===== src/rtl/topk_insert_pkg.sv =====
// Shared word layout for the margin-sampling datapath: {addr, indx, data} packing,
// field offsets and extract helpers used by the top-K collector and the max tree wrapper.
package topk_insert_pkg;

  localparam int DATA_W   = 16;
  localparam int INDX_W   = 10;
  localparam int ADDR_W   = 7;
  localparam int WORD_W   = DATA_W + INDX_W + ADDR_W;

  localparam int DATA_LSB = 0;
  localparam int INDX_LSB = DATA_W;
  localparam int ADDR_LSB = DATA_W + INDX_W;

  typedef logic [WORD_W-1:0] word_t;
  typedef logic [DATA_W-1:0] data_t;
  typedef logic [INDX_W-1:0] indx_t;
  typedef logic [ADDR_W-1:0] addr_t;

  // Per-slot next-state selection.
  typedef enum logic [1:0] {
    SLOT_HOLD  = 2'd0,
    SLOT_SHIFT = 2'd1,
    SLOT_LOAD  = 2'd2
  } slot_op_e;

  function automatic data_t word_data(input word_t w);
    return w[DATA_LSB +: DATA_W];
  endfunction

  function automatic indx_t word_indx(input word_t w);
    return w[INDX_LSB +: INDX_W];
  endfunction

  function automatic addr_t word_addr(input word_t w);
    return w[ADDR_LSB +: ADDR_W];
  endfunction

endpackage


===== src/rtl/topk_insert_slot.sv =====
// One entry of the sorted top-K list: holds a word and its occupied flag, and either
// keeps it, takes the upper neighbour's entry (shift down) or captures the candidate.
module topk_slot
  import topk_insert_pkg::*;
#(
  parameter int W = WORD_W
) (
  input  logic         clk,
  input  logic         rst,
  input  logic         clear_i,
  input  logic         load_en_i,
  input  logic         gt_i,
  input  logic         gt_up_i,
  input  logic [W-1:0] word_up_i,
  input  logic         vld_up_i,
  input  logic [W-1:0] cand_i,
  output logic [W-1:0] word_o,
  output logic         vld_o
);

  slot_op_e     op;
  logic [W-1:0] word_q, word_d;
  logic         vld_q, vld_d;

  // The list is sorted, so an upper slot beaten by the candidate implies this one is too;
  // only the first beaten slot loads, everything below it shifts.
  always_comb begin
    op = SLOT_HOLD;
    if (load_en_i && gt_up_i) begin
      op = SLOT_SHIFT;
    end else if (load_en_i && gt_i) begin
      op = SLOT_LOAD;
    end
  end

  always_comb begin
    word_d = word_q;
    vld_d  = vld_q;
    if (clear_i) begin
      word_d = '0;
      vld_d  = 1'b0;
    end else begin
      case (op)
        SLOT_SHIFT: begin
          word_d = word_up_i;
          vld_d  = vld_up_i;
        end
        SLOT_LOAD: begin
          word_d = cand_i;
          vld_d  = 1'b1;
        end
        default: begin
          word_d = word_q;
          vld_d  = vld_q;
        end
      endcase
    end
  end

  always_ff @(posedge clk or posedge rst) begin
    if (rst) begin
      word_q <= '0;
      vld_q  <= 1'b0;
    end else begin
      word_q <= word_d;
      vld_q  <= vld_d;
    end
  end

  assign word_o = word_q;
  assign vld_o  = vld_q;

endmodule


===== src/rtl/topk_insert.sv =====
// Sorted top-K collector: keeps the TOPK largest-DATA tree winners in descending order
// (slot 0 = largest, earlier arrival wins ties) and flags done after NUM_CAND accepts.
module topk_insert
  import topk_insert_pkg::*;
#(
  parameter int DATA_WIDTH = DATA_W,
  parameter int INDX_WIDTH = INDX_W,
  parameter int ADDR_WIDTH = ADDR_W,
  parameter int TOPK       = 8,
  parameter int NUM_CAND   = 8
) (
  input  logic                                                clk,
  input  logic                                                rst,
  input  logic                                                clear,
  input  logic                                                cand_valid,
  input  logic [DATA_WIDTH+INDX_WIDTH+ADDR_WIDTH-1:0]         cand,
  output logic [TOPK*(DATA_WIDTH+INDX_WIDTH+ADDR_WIDTH)-1:0]  topk_flat,
  output logic [TOPK-1:0]                                     topk_vld,
  output logic [7:0]                                          cand_cnt,
  output logic                                                done
);

  localparam int SLOT_W = DATA_WIDTH + INDX_WIDTH + ADDR_WIDTH;

  logic              accept;
  logic [SLOT_W-1:0] word_s [TOPK];
  logic [TOPK-1:0]   vld_s;
  logic [TOPK-1:0]   gt_s;
  logic [7:0]        cnt_q, cnt_d;
  logic              done_q, done_d;

  assign accept = cand_valid && !done_q && !clear;

  for (genvar gi = 0; gi < TOPK; gi++) begin : g_slot
    // An empty slot ranks below every value, including 0; ties keep the resident entry.
    assign gt_s[gi] = !vld_s[gi] || (cand[DATA_WIDTH-1:0] > word_s[gi][DATA_WIDTH-1:0]);

    if (gi == 0) begin : g_head
      topk_slot #(.W(SLOT_W)) u_slot (
        .clk       (clk),
        .rst       (rst),
        .clear_i   (clear),
        .load_en_i (accept),
        .gt_i      (gt_s[gi]),
        .gt_up_i   (1'b0),
        .word_up_i ({SLOT_W{1'b0}}),
        .vld_up_i  (1'b0),
        .cand_i    (cand),
        .word_o    (word_s[gi]),
        .vld_o     (vld_s[gi])
      );
    end else begin : g_body
      topk_slot #(.W(SLOT_W)) u_slot (
        .clk       (clk),
        .rst       (rst),
        .clear_i   (clear),
        .load_en_i (accept),
        .gt_i      (gt_s[gi]),
        .gt_up_i   (gt_s[gi-1]),
        .word_up_i (word_s[gi-1]),
        .vld_up_i  (vld_s[gi-1]),
        .cand_i    (cand),
        .word_o    (word_s[gi]),
        .vld_o     (vld_s[gi])
      );
    end

    assign topk_flat[gi*SLOT_W +: SLOT_W] = word_s[gi];
  end

  assign topk_vld = vld_s;

  always_comb begin
    cnt_d  = cnt_q;
    done_d = done_q;
    if (clear) begin
      cnt_d  = '0;
      done_d = 1'b0;
    end else if (accept) begin
      cnt_d  = cnt_q + 8'd1;
      done_d = (cnt_q == 8'(NUM_CAND - 1));
    end
  end

  always_ff @(posedge clk or posedge rst) begin
    if (rst) begin
      cnt_q  <= '0;
      done_q <= 1'b0;
    end else begin
      cnt_q  <= cnt_d;
      done_q <= done_d;
    end
  end

  assign cand_cnt = cnt_q;
  assign done     = done_q;

endmodule


===== config.mk =====
export PLATFORM = sky130hd
export DESIGN_NAME = topk_insert
export DESIGN_NICKNAME = d
export VERILOG_FILES = /design/src/rtl/topk_insert_pkg.sv /design/src/rtl/topk_insert_slot.sv /design/src/rtl/topk_insert.sv
export SDC_FILE = /design/constraint.sdc
export NUM_CORES = 1
export LEC_CHECK = 0
export ABC_AREA = 1
export CAP_MARGIN = 20
export CORE_AREA = 2 2 194 196
export DETAILED_ROUTE_END_ITERATION = 10
export DIE_AREA = 0 0 196 198
export HOLD_SLACK_MARGIN = 0.1
export PLACE_DENSITY = 0.77
export SLEW_MARGIN = 30
export SYNTH_ARGS = -nofsm -noshare
export SYNTH_HDL_FRONTEND = slang
export SYNTH_SLANG_ARGS = --single-unit

===== constraint.sdc =====
create_clock -name clk -period 8.81 [get_ports clk]
set_clock_uncertainty 0.1 [all_clocks]
set_input_delay 0.881 -clock clk [delete_from_list [all_inputs] [get_ports clk]]
set_output_delay 0.881 -clock clk [all_outputs]
set_load 0.05 [all_outputs]

==> results.json <==
{
  "status": "finished, final reports clean",
  "fp.coreArea_sq_um": 37000,
  "cp.required_ns": 9.18,
  "cp_max_fo": 52,
  "wirelength_microns": 55400,
  "startpoint_type": "input pin",
  "grt_most_used_layer": "met2",
  "post_synth_xor_area_fraction_pct": 0,
  "wire_length_of_the_first_global_routing_pass_microns": 88100,
  "placed_cell_area_sq_um": 20800,
  "timing.final.crit_share_pct": 54.6,
  "nNetsFinal": 2768,
  "yosys.area_share.adder_pct": 9.10,
  "fin_hold_ws_ns": 0.402,
  "post-route-cell-area_sq_um": 21900,
  "final_hold_vio_count": 0,
  "clockBufferDepth": 3,
  "reg2regPathDepth": 16,
  "wire_per_inst_microns": 17.9,
  "synthCells": 2393,
  "io_pins": 318,
  "hpwl_microns": 40700,
  "placement.setup.worst_slack_ns": 3.78,
  "grt.met2_usage_pct": 45.6,
  "clkSinkCount": 281,
  "initial_antenna_violation_count": 1,
  "max_slew_margin_pct": 35.7,
  "dieWidth_microns": 196,
  "post_cts_buffers": 0,
  "layout-area-overhead-vs-synth_pct": 23.3,
  "antenna_nets_post_route": 0,
  "timing_worst_slew_pin_value_ns": 0.964,
  "largest_net_degree_at_the_start_of_global_routing": 155,
  "synth_area_per_cell_sq_um": 7.41,
  "pwr_density_cell_nw_per_um2": 186,
  "layout.cells.most_common_list": "nand2_1, nand3_1, clkdlybuf4s50_1",
  "totalNegativeSetupSlack_ns": 0,
  "routability_congestion_estimate_from_global_placement": 0.918,
  "end_kind": "flop",
  "cts_buffers": 31,
  "ir_drop_v": 0.000187,
  "floorplan.initialDensity_pct": 48.0,
  "htree_levels": 1,
  "cts_tree": "built",
  "hold_path_depth": 2,
  "clock_latency_ns": 0.58,
  "synth_area_sq_um": 17700,
  "gr-usage-met3_pct": 4.53,
  "gr-usage-all-layers_pct": 28.0,
  "synth_top_family_by_area": "simple AND/OR/NAND/NOR gates",
  "number_of_global_route_vias_before_repair": 16400,
  "mux_cell_area_share_after_synthesis_pct": 0,
  "fmax_ghz": 0.208,
  "post-route-worst-setup-slack_ns": 4.00,
  "grt_residual_overflow": 0,
  "post_synth_and_or_nand_nor_area_fraction_pct": 35.2,
  "drive_above_1_share_pct": 5.02,
  "final_common_cell": "nand2_1",
  "arrival_ns": 5.18,
  "ctsResizeCount": 0,
  "root_buffer": "clkbuf_16",
  "floorplan.die_area_sq_um": 38800,
  "remaining_design_rule_violation_count": 0,
  "final_max_slew_viol_count": 0,
  "core.rowCount": 71,
  "setup-violations-final": 0,
  "min-delay-path-class": "flop to flop",
  "ys_seq_area_share_pct": 39.6,
  "port_buffers": 317,
  "drt-pass1-iter-count": 6,
  "rsz0062_at_grt": "no",
  "die_h_microns": 198,
  "max-cap-violations": 0,
  "detailedRoute.firstIterationViolations": 1345,
  "power.static_leakage_nw": 10.9,
  "post_synth_cell_types": 33,
  "vias": 17100,
  "cts.clk_slew.worst_paths_ns": 0.06,
  "critical_path_class": "input pin to flop",
  "postCtsHoldBufs": 0,
  "final.fill_count": 3351,
  "count_of_state_elements_after_synthesis": 281,
  "vias_per_cell": 5.52,
  "period_needed_ns": 4.81,
  "synth_compound_gate_area_share_pct": 4.90,
  "yosysWarnings": 0,
  "met1_usage_pct": 38.2,
  "synth.net_count": 2559
}
per-stage QoR:
stage / cells / power (mW) / util, %
after floorplan: 2393 / 2.33 / -
after global placement: 3043 / 2.71 / 56.3
after detailed placement: 3043 / 2.74 / 56.3
after CTS: 3101 / 4.08 / 59.2
after global routing: 3102 / 4.24 / 59.2
final: 3102 / 4.07 / 59.2
Yosys cell counts:
master	instances	area, sq um
nand2_1	788	2960
nand3_1	333	1670
inv_1	293	1100
dfrtp_1	281	7030
nand4_1	180	1130
ha_1	129	1610
a21oi_1	58	290
buf_2	57	285
clkbuf_1	56	210
nor2_1	50	188
o21ai_0	36	180
buf_4	21	158
o22ai_2	17	213
buf_6	14	158
nand2_2	14	87.6
buf_1	11	41.3
inv_2	7	26.3
nor3_1	7	35.0
a21o_1	5	37.5
nand2_4	5	56.3
nand3_2	4	40.0
o21ai_1	4	20.0
a21oi_4	3	48.8
nor2_4	3	33.8
o21a_1	3	22.5
o21ai_2	3	26.3
o21bai_1	3	22.5
nor2_2	2	12.5
nor3_2	2	20.0
a21oi_2	1	8.76
and3_1	1	6.26
inv_4	1	6.26
nor4_1	1	6.26
path summary, 6_finish.rpt:
kind                                                                     start                                              to  slack, ns
worst min-delay path            g_slot[0].g_head.u_slot.word_o[31]$_DFFE_PP0P_  g_slot[0].g_head.u_slot.word_o[31]$_DFFE_PP0P_       0.40
max in group asynchronous                                                  rst   g_slot[5].g_body.u_slot.word_o[2]$_DFFE_PP0P_       6.62
min in group asynchronous                                                  rst   g_slot[0].g_head.u_slot.word_o[5]$_DFFE_PP0P_       0.66
worst max-delay path                                                  cand[11]   g_slot[6].g_body.u_slot.word_o[0]$_DFFE_PP0P_       4.00
worst min register to register  g_slot[0].g_head.u_slot.word_o[31]$_DFFE_PP0P_  g_slot[0].g_head.u_slot.word_o[31]$_DFFE_PP0P_       0.40
worst max register to register  g_slot[5].g_body.u_slot.word_o[11]$_DFFE_PP0P_   g_slot[6].g_body.u_slot.word_o[0]$_DFFE_PP0P_       4.90
routing by layer:
metal	wire length [microns]	up-vias
met5	0	-
met4	1830	0
met3	4570	99
met2	25300	712
met1	23700	8104
li1	-	8206
state kept, by name, summed over array words and instances (netlist names):
signal / cells
cand_cnt: 8
g_slot.g_head.u_slot.word_o: 33
g_slot.g_body.u_slot.word_o: 231
g_slot.g_body.u_slot.vld_o: 7
done: 1
g_slot.g_head.u_slot.vld_o: 1
critical path, stage by stage:
cell	delay (ns)
clkdlybuf4s50_1	0.85
ha_1	0.55
nand2_1	0.05
inv_1	0.06
nand3_1	0.06
nor2_1	0.15
nand4_1	0.13
nand2_1	0.12
nand2_1	0.09
nand2_2	0.31
buf_4	0.54
clkinv_1	0.88
nand2_1	0.28
nand2_1	0.09
inv_1	0.06
nand2_1	0.04
layout make-up:
| class | count | area (sq um) | area share, % |
|---|---|---|---|
| inverter | 301 | 1150 | 5.25 |
| sequential | 281 | 7030 | 32.1 |
| antenna | 1 | 2.50 | 0.0114 |
| clock inverter | 11 | 145 | 0.664 |
| timing repair buffer | 335 | 3320 | 15.2 |
| multi-input combinational | 1652 | 8740 | 39.9 |
| clock buffer | 47 | 896 | 4.10 |
| tap | 474 | 593 | 2.71 |
kinds of logic after synthesis:
kind of cell,after synthesis
buf+inv,460
fa+ha+maj,129
flops,281
compound gates,133
simple gates,1390
power by group:
part	leakage (nW)	total [mW]	internal (mW)	switching, mW
Sequential	3.80	1.53	1.40	0.133
Clock	0.517	1.34	0.788	0.550
Combinational	6.59	1.20	0.363	0.836
Note: power is estimated with default switching activity, not from simulation.
